[src/rtl/register_bank_v2_if.sv]
// Decode/writeback side bus of the register bank: read addresses, write and link
// controls, load scoreboard marking, and the read data / busy / status returned.
interface register_bank_v2_if #(
    parameter int unsigned DATA_WIDTH = 32,
    parameter int unsigned ADDR_WIDTH = 5
);
    logic [ADDR_WIDTH-1:0] rh_address;
    logic [ADDR_WIDTH-1:0] ro_address;
    logic [ADDR_WIDTH-1:0] rd_address;
    logic [DATA_WIDTH-1:0] write_data;
    logic [1:0]            type_code;
    logic                  load;
    logic                  write_condition;
    logic                  should_store_link;
    logic [DATA_WIDTH-1:0] new_link_value;
    logic                  mark_pending;
    logic [ADDR_WIDTH-1:0] pending_address;

    logic [DATA_WIDTH-1:0] rh_value;
    logic [DATA_WIDTH-1:0] ro_value;
    logic [DATA_WIDTH-1:0] rd_value;
    logic                  rh_busy;
    logic                  ro_busy;
    logic                  rd_busy;
    logic [DATA_WIDTH-1:0] link_value;
    logic                  ready;
    logic [DATA_WIDTH-1:0] r0_value;
    logic [DATA_WIDTH-1:0] rlast_value;

    modport master (
        output rh_address, ro_address, rd_address, write_data, type_code, load,
               write_condition, should_store_link, new_link_value, mark_pending,
               pending_address,
        input  rh_value, ro_value, rd_value, rh_busy, ro_busy, rd_busy,
               link_value, ready, r0_value, rlast_value
    );

    modport slave (
        input  rh_address, ro_address, rd_address, write_data, type_code, load,
               write_condition, should_store_link, new_link_value, mark_pending,
               pending_address,
        output rh_value, ro_value, rd_value, rh_busy, ro_busy, rd_busy,
               link_value, ready, r0_value, rlast_value
    );
endinterface

[src/rtl/register_bank_v2.sv]
// Register bank: DEPTH x DATA_WIDTH file, three async read ports, one sync write port,
// link register, sequential clear after reset, write bypass and pending-load scoreboard.
module register_bank_v2 #(
    parameter int unsigned DATA_WIDTH = 32,
    parameter int unsigned DEPTH      = 32,
    parameter int unsigned ZERO_REG   = 0,
    parameter int unsigned BYPASS     = 1
) (
    input logic clock,
    input logic reset,
    register_bank_v2_if.slave bus
);
    localparam int unsigned DW    = DATA_WIDTH;
    localparam int unsigned AW    = (DEPTH > 1) ? $clog2(DEPTH) : 1;
    localparam int unsigned SLOTS = 1 << AW;
    // One bit per encodable address; upper bits clear when DEPTH is not a power of 2.
    localparam logic [SLOTS-1:0] VALID_MASK = {SLOTS{1'b1}} >> (SLOTS - DEPTH);

    typedef enum logic {INIT, READY} bankState;

    bankState         state;
    logic [AW-1:0]    initIndex;
    logic             readyReg;
    logic [DW-1:0]    linkReg;
    logic [DEPTH-1:0] pending;
    logic [DEPTH-1:0] nextPending;
    logic [DW-1:0]    regFile [DEPTH];
    logic             writeQualified;
    logic             writeCommit;

    function automatic logic inRange(input logic [AW-1:0] addr);
        return VALID_MASK[addr];
    endfunction

    function automatic logic isZeroReg(input logic [AW-1:0] addr);
        return (ZERO_REG != 0) && (addr == '0);
    endfunction

    function automatic logic bypassHit(input logic [AW-1:0] addr);
        return (BYPASS != 0) && writeQualified && (addr == bus.rd_address);
    endfunction

    function automatic logic [DW-1:0] readValue(input logic [AW-1:0] addr);
        if (!readyReg || !inRange(addr) || isZeroReg(addr)) return '0;
        if (bypassHit(addr)) return bus.write_data;
        return regFile[addr];
    endfunction

    function automatic logic readBusy(input logic [AW-1:0] addr);
        return readyReg && inRange(addr) && pending[addr] && !bypassHit(addr);
    endfunction

    // Write qualification: only ALU (00) and load (01 with load) types write.
    always_comb begin
        writeQualified = readyReg && bus.write_condition &&
                         ((bus.type_code == 2'b00) || ((bus.type_code == 2'b01) && bus.load));
        writeCommit    = writeQualified && inRange(bus.rd_address) && !isZeroReg(bus.rd_address);
    end

    // Scoreboard update: a load issued in the same cycle as a write-back re-arms the bit.
    always_comb begin
        nextPending = pending;
        if (writeCommit) nextPending[bus.rd_address] = 1'b0;
        if (bus.mark_pending && inRange(bus.pending_address) && !isZeroReg(bus.pending_address))
            nextPending[bus.pending_address] = 1'b1;
    end

    // Init sequencer, link register and scoreboard state.
    always_ff @(posedge clock or posedge reset) begin
        if (reset) begin
            state     <= INIT;
            initIndex <= '0;
            readyReg  <= 1'b0;
            linkReg   <= '0;
            pending   <= '0;
        end else begin
            case (state)
                INIT: begin
                    if (initIndex == AW'(DEPTH - 1)) begin
                        state    <= READY;
                        readyReg <= 1'b1;
                    end else begin
                        initIndex <= initIndex + AW'(1);
                    end
                end
                READY: begin
                    if (bus.write_condition && bus.should_store_link) linkReg <= bus.new_link_value;
                    pending <= nextPending;
                end
                default: state <= INIT;
            endcase
        end
    end

    // Storage array has no reset; INIT clears it one entry per clock.
    always_ff @(posedge clock) begin
        if (state == INIT) begin
            regFile[initIndex] <= '0;
        end else if (writeCommit) begin
            regFile[bus.rd_address] <= bus.write_data;
        end
    end

    always_comb begin
        bus.rh_value    = readValue(bus.rh_address);
        bus.ro_value    = readValue(bus.ro_address);
        bus.rd_value    = readValue(bus.rd_address);
        bus.rh_busy     = readBusy(bus.rh_address);
        bus.ro_busy     = readBusy(bus.ro_address);
        bus.rd_busy     = readBusy(bus.rd_address);
        bus.link_value  = linkReg;
        bus.ready       = readyReg;
        bus.r0_value    = readyReg ? regFile[0] : '0;
        bus.rlast_value = readyReg ? regFile[DEPTH-1] : '0;
    end
endmodule
[src/flat_wrapper.sv]
// flat-port wrapper written by rule: the top's interface ports become plain ports
module register_bank_v2_flat 
#(
    parameter int unsigned DATA_WIDTH = 32,
    parameter int unsigned DEPTH      = 32,
    parameter int unsigned ZERO_REG   = 0,
    parameter int unsigned BYPASS     = 1
)
  (clock, reset, bus_rh_address, bus_ro_address, bus_rd_address, bus_write_data, bus_type_code, bus_load, bus_write_condition, bus_should_store_link, bus_new_link_value, bus_mark_pending, bus_pending_address, bus_rh_value, bus_ro_value, bus_rd_value, bus_rh_busy, bus_ro_busy, bus_rd_busy, bus_link_value, bus_ready, bus_r0_value, bus_rlast_value);
  register_bank_v2_if #(.DATA_WIDTH(DATA_WIDTH)) bus_i ();
  input logic clock;
  input logic reset;
  input wire logic [$bits(bus_i.rh_address)-1:0] bus_rh_address;
  input wire logic [$bits(bus_i.ro_address)-1:0] bus_ro_address;
  input wire logic [$bits(bus_i.rd_address)-1:0] bus_rd_address;
  input wire logic [$bits(bus_i.write_data)-1:0] bus_write_data;
  input wire logic [$bits(bus_i.type_code)-1:0] bus_type_code;
  input wire logic [$bits(bus_i.load)-1:0] bus_load;
  input wire logic [$bits(bus_i.write_condition)-1:0] bus_write_condition;
  input wire logic [$bits(bus_i.should_store_link)-1:0] bus_should_store_link;
  input wire logic [$bits(bus_i.new_link_value)-1:0] bus_new_link_value;
  input wire logic [$bits(bus_i.mark_pending)-1:0] bus_mark_pending;
  input wire logic [$bits(bus_i.pending_address)-1:0] bus_pending_address;
  output wire logic [$bits(bus_i.rh_value)-1:0] bus_rh_value;
  output wire logic [$bits(bus_i.ro_value)-1:0] bus_ro_value;
  output wire logic [$bits(bus_i.rd_value)-1:0] bus_rd_value;
  output wire logic [$bits(bus_i.rh_busy)-1:0] bus_rh_busy;
  output wire logic [$bits(bus_i.ro_busy)-1:0] bus_ro_busy;
  output wire logic [$bits(bus_i.rd_busy)-1:0] bus_rd_busy;
  output wire logic [$bits(bus_i.link_value)-1:0] bus_link_value;
  output wire logic [$bits(bus_i.ready)-1:0] bus_ready;
  output wire logic [$bits(bus_i.r0_value)-1:0] bus_r0_value;
  output wire logic [$bits(bus_i.rlast_value)-1:0] bus_rlast_value;
  assign bus_i.rh_address = bus_rh_address;
  assign bus_i.ro_address = bus_ro_address;
  assign bus_i.rd_address = bus_rd_address;
  assign bus_i.write_data = bus_write_data;
  assign bus_i.type_code = bus_type_code;
  assign bus_i.load = bus_load;
  assign bus_i.write_condition = bus_write_condition;
  assign bus_i.should_store_link = bus_should_store_link;
  assign bus_i.new_link_value = bus_new_link_value;
  assign bus_i.mark_pending = bus_mark_pending;
  assign bus_i.pending_address = bus_pending_address;
  assign bus_rh_value = bus_i.rh_value;
  assign bus_ro_value = bus_i.ro_value;
  assign bus_rd_value = bus_i.rd_value;
  assign bus_rh_busy = bus_i.rh_busy;
  assign bus_ro_busy = bus_i.ro_busy;
  assign bus_rd_busy = bus_i.rd_busy;
  assign bus_link_value = bus_i.link_value;
  assign bus_ready = bus_i.ready;
  assign bus_r0_value = bus_i.r0_value;
  assign bus_rlast_value = bus_i.rlast_value;
  register_bank_v2 #(.DATA_WIDTH(DATA_WIDTH), .DEPTH(DEPTH), .ZERO_REG(ZERO_REG), .BYPASS(BYPASS)) u_core (.clock(clock), .reset(reset), .bus(bus_i));
endmodule
[config.mk]
export PLATFORM = sky130hd
export DESIGN_NAME = register_bank_v2_flat
export DESIGN_NICKNAME = d
export VERILOG_FILES = /design/src/rtl/register_bank_v2_if.sv /design/src/rtl/register_bank_v2.sv /design/src/flat_wrapper.sv
export SDC_FILE = /design/constraint.sdc
export NUM_CORES = 2
export LEC_CHECK = 0
export BUFFER_PORTS_ARGS = -buffer_cell sky130_fd_sc_hd__buf_2
export CAP_MARGIN = 15
export CELL_PAD_IN_SITES_DETAIL_PLACEMENT = 0
export CELL_PAD_IN_SITES_GLOBAL_PLACEMENT = 1
export CORE_ASPECT_RATIO = 0.8
export CORE_MARGIN = 2
export CORE_UTILIZATION = 35
export DETAILED_ROUTE_END_ITERATION = 8
export PLACE_DENSITY = 0.62
export SLEW_MARGIN = 20
export SYNTH_ARGS = -nofsm -noshare
export SYNTH_HDL_FRONTEND = slang
export SYNTH_SLANG_ARGS = --single-unit
[constraint.sdc]
create_clock -name clock -period 4.6 [get_ports clock]
set_input_delay 1.15 -clock clock [delete_from_list [all_inputs] [get_ports clock]]
set_output_delay 1.15 -clock clock [all_outputs]
set_load 0.005 [all_outputs]
==> results.sh <==
export IMPL_p_sw_w=0.00602
export IMPL_cpPeakStageDelay_ps=490
export IMPL_grt_pass1_wl_mm=345
export IMPL_ff2ff_setup_slack_ps=1260
export IMPL_drcViolationCount=0
export IMPL_core_area_um2=172000
export IMPL_min_period_over_period_pct=100
export IMPL_timing_max_cap_violations=0
export IMPL_hold_path_class="register to register"
export IMPL_htree_levels=4
export IMPL_synth_area_leader_cell="edfxtp_1"
export IMPL_timing_rr_end="u_core.regFile[28][0]"
export IMPL_path_common_cell="buf_4"
export IMPL_synth_most_common_cell="edfxtp_1"
export IMPL_syn_area_um2=60500
export IMPL_ys_seq_area_share_pct=53.7
export IMPL_crit_arrival_ps=3460
export IMPL_syn_avg_cell_area_um2=17.5
export IMPL_ys_ff_latch=1095
export IMPL_crit_slowest_cell="nor2_1"
export IMPL_fin_nets=4105
export IMPL_critPathBufInv=4
export IMPL_fill_cells=15200
export IMPL_grt_busiest_layer="met2"
export IMPL_cp_end_kind="output port"
export IMPL_drive_gt1_share_pct=44.6
export IMPL_synth_edf_count=1024
export IMPL_antenna_found_initial=13
export IMPL_total_power_w=0.0242
export IMPL_setup_slack_ps=-11.2
export IMPL_vias=42200
export IMPL_rows=136
export IMPL_tritoncts="done"
export IMPL_crit_chain="buf_4, nor3b_4, buf_4, a22oi_1, o2111ai_1, a21oi_1, nor2_1, buf_4, buf_2"
export IMPL_synth_common_cells="edfxtp_1, mux4_2, mux2i_1, o21ai_0, a22oi_1"
export IMPL_wire_per_inst_um=39.5
export IMPL_synthArstFlopShare_pct=6.48
export IMPL_dp_slack_ps=-189
export IMPL_via_per_inst=6.59
export IMPL_grt_max_degree=56
export IMPL_numPortBuffers=287
export IMPL_postSynthCellCount=3468
export IMPL_setup_violations=1
export IMPL_synth_top_cell_area_share_pct=50.8
export IMPL_path_delay_family="simple AND/OR/NAND/NOR gates"
export IMPL_required_ps=3450
export IMPL_grt_use_met2_pct=42.7
export IMPL_fin_util_pct=42.5
export IMPL_path_depth=9
export IMPL_initial_core_util_pct=35.2
export IMPL_route_antenna_remaining_nets=0
export IMPL_timing_rr_start="u_core.state"
export IMPL_gr_usage_met1_pct=40.0
export IMPL_gp_congestion=0.911
export IMPL_critPathMaxFanout=15
export IMPL_dieArea_um2=176000
export IMPL_fmax_mhz=217
export IMPL_firstDrtPassIters=5
export IMPL_cts_path_max_buffers=3
export IMPL_clkSinkCount=1095
export IMPL_rsz0062_at_grt="no"
export IMPL_worst_pin_slew_ps=974
export IMPL_swShare_pct=24.9
export IMPL_hold_viol=0
export IMPL_cts_buffers=130
export IMPL_status="finished, violations left"
export IMPL_clockRootBuffer="clkbuf_16"
export IMPL_yosys_most_used_dff="edfxtp_1"
export IMPL_multi_input_area_um2=26700
export IMPL_slew_viol_final=0
export IMPL_power_density_nw_per_um2=331
export IMPL_setup_worst_path_class="input pin to output port"
export IMPL_io_pins=288
export IMPL_ir_drop_uv=327
export IMPL_cp_start_kind="input pin"
export IMPL_syn_num_nets=3562
export IMPL_skew_ps=28.0
export IMPL_clk_latency_ps=790
export IMPL_finalCriticalPeriod_ps=4610
export IMPL_clk_pin_slew_ps=50
export IMPL_synthTopCellsByArea="edfxtp_1, mux4_2, mux2i_1, dfrtp_1, a22oi_1"
export IMPL_grt_total_usage_pct=28.4
export IMPL_p_clk_share_pct=43.3
export IMPL_startpoint="bus_rd_address[3]"
export IMPL_endpoint="bus_rd_value[28]"
export IMPL_cts_hold_buffers=0
export IMPL_p_leak_nw=26.5
export IMPL_synth_distinct_cells=56
export IMPL_reg2regPathDepth=8
export IMPL_internal_power_w=0.0181
export IMPL_totalWireLength_mm=253
export IMPL_violations="setup timing"
export IMPL_drtIter0Drc=6591
export IMPL_grt_pass1_vias=40300
export IMPL_synthToLayoutAreaGrowth_pct=20.6
export IMPL_pwr_share_seq_pct=45.5
export IMPL_use_met3_pct=7.08
export IMPL_die_h_um=376
export IMPL_comb_power_share_pct=11.1
export IMPL_die_w_um=469
export IMPL_yosys_warnings=0
export IMPL_gr_total_overflow=0
export IMPL_relSlewSlack_pct=35.1
export IMPL_dp_hpwl_mm=169
export IMPL_final_seq_area_um2=32500
area by class of cell:
type | instances | share of cell area [%]
inverter | 4 | 0.0223
antenna | 5 | 0.0171
multi-input combinational | 2039 | 36.6
clock inverter | 80 | 1.10
tap | 2277 | 3.90
timing repair buffer | 741 | 9.08
clock buffer | 159 | 4.72
sequential | 1095 | 44.6
power by group through the flow:
stage                     Combinational (W)  Clock (W)  Sequential (W)
after floorplan                     0.00136          0          0.0112
after CTS                           0.00265     0.0106          0.0110
after detailed placement            0.00264          0          0.0112
final                               0.00269     0.0105          0.0110
after global placement              0.00263          0          0.0112
after global routing                0.00278     0.0110          0.0110
layout by cell type (no fill, tap or decap), types with 6 or more instances in the layout:
cell type   netlist  final
o2111ai_1        23     23
nand2_1         145    145
clkbuf_1        132     24
nand3b_1         11     11
clkinvlp_4        0      7
nand3_1          28     28
a41oi_1          17     17
edfxtp_1       1024   1024
clkbuf_16         0    134
a22oi_1         165    164
clkinv_2          0     19
and2_1           98     96
xnor2_1           8      8
a21oi_1         133    122
a22o_1           16     16
o21ai_0         175    170
clkinv_1          1     27
inv_6             0     10
buf_2           106    272
buf_4            56    327
a211oi_1          6      6
nor2_1           56     20
mux2_2           40     40
mux2i_1         253    253
nor2_4            0     35
buf_12            0    128
bufinv_16         0     13
dfrtp_1          71     70
buf_6            14      6
mux4_2          787    787
a21oi_2           0     11
nand2b_1          8      6
timing repair:
action | CTS | global route
resized for setup | 11 | 18
cloned | 0 | 1
setup buffers | 0 | 3
setup endpoints to repair | 9 | 19
per-stage QoR:
| step | TNS (ps) | area [um^2] | hold WS (ps) | cells |
|---|---|---|---|---|
| finish | -11.2 | 73000 | 500 | 6400 |
| floorplan | 0 | 60500 | 498 | 3468 |
| detailed placement | -799 | 68600 | 488 | 6152 |
| CTS | 0 | 72800 | 502 | 6391 |
| global placement | -863 | 68600 | 482 | 6152 |
| global route | 0 | 73000 | 512 | 6395 |
kinds of logic after synthesis:
logic type	count (synthesis)	share of synthesized area [%]
AO/OA/AOI/OAI	561	5.84
XOR/XNOR	13	0.188
flip-flops	1095	53.7
adder cells (fa/ha/maj)	2	0.0413
AND/OR/NAND/NOR	383	3.18
multiplexers	1080	34.2
buffers and inverters	334	2.81
worst min-delay path by stage:
stage / from / endpoint / slack (ps) / cells after the start
after CTS: u_core.bus.link_value[7] / u_core.bus.link_value[7] / 500 / 1
after floorplan: u_core.pending[14] / u_core.pending[14] / 500 / 2
after detailed placement: u_core.bus.link_value[17] / u_core.bus.link_value[17] / 490 / 1
after global placement: u_core.bus.link_value[23] / u_core.bus.link_value[23] / 480 / 1
after global routing: u_core.bus.link_value[2] / u_core.bus.link_value[2] / 510 / 1
final: u_core.bus.link_value[21] / u_core.bus.link_value[21] / 500 / 1
state kept, by name (all words and copies together), names as in the netlist:
name and count:
u_core.pending 32, u_core.bus.ready 1, u_core.bus.link_value 32, u_core.initIndex 5, u_core.regFile 1024, u_core.state 1
metal layers:
| layer | vias up | wire length (um) |
|---|---|---|
| met3 | 525 | 28700 |
| met5 | - | 32 |
| met2 | 3130 | 114000 |
| met1 | 22500 | 99800 |
| met4 | 4 | 10800 |
| li1 | 16000 | - |
No activity file was read; power rests on OpenSTA's default activity.
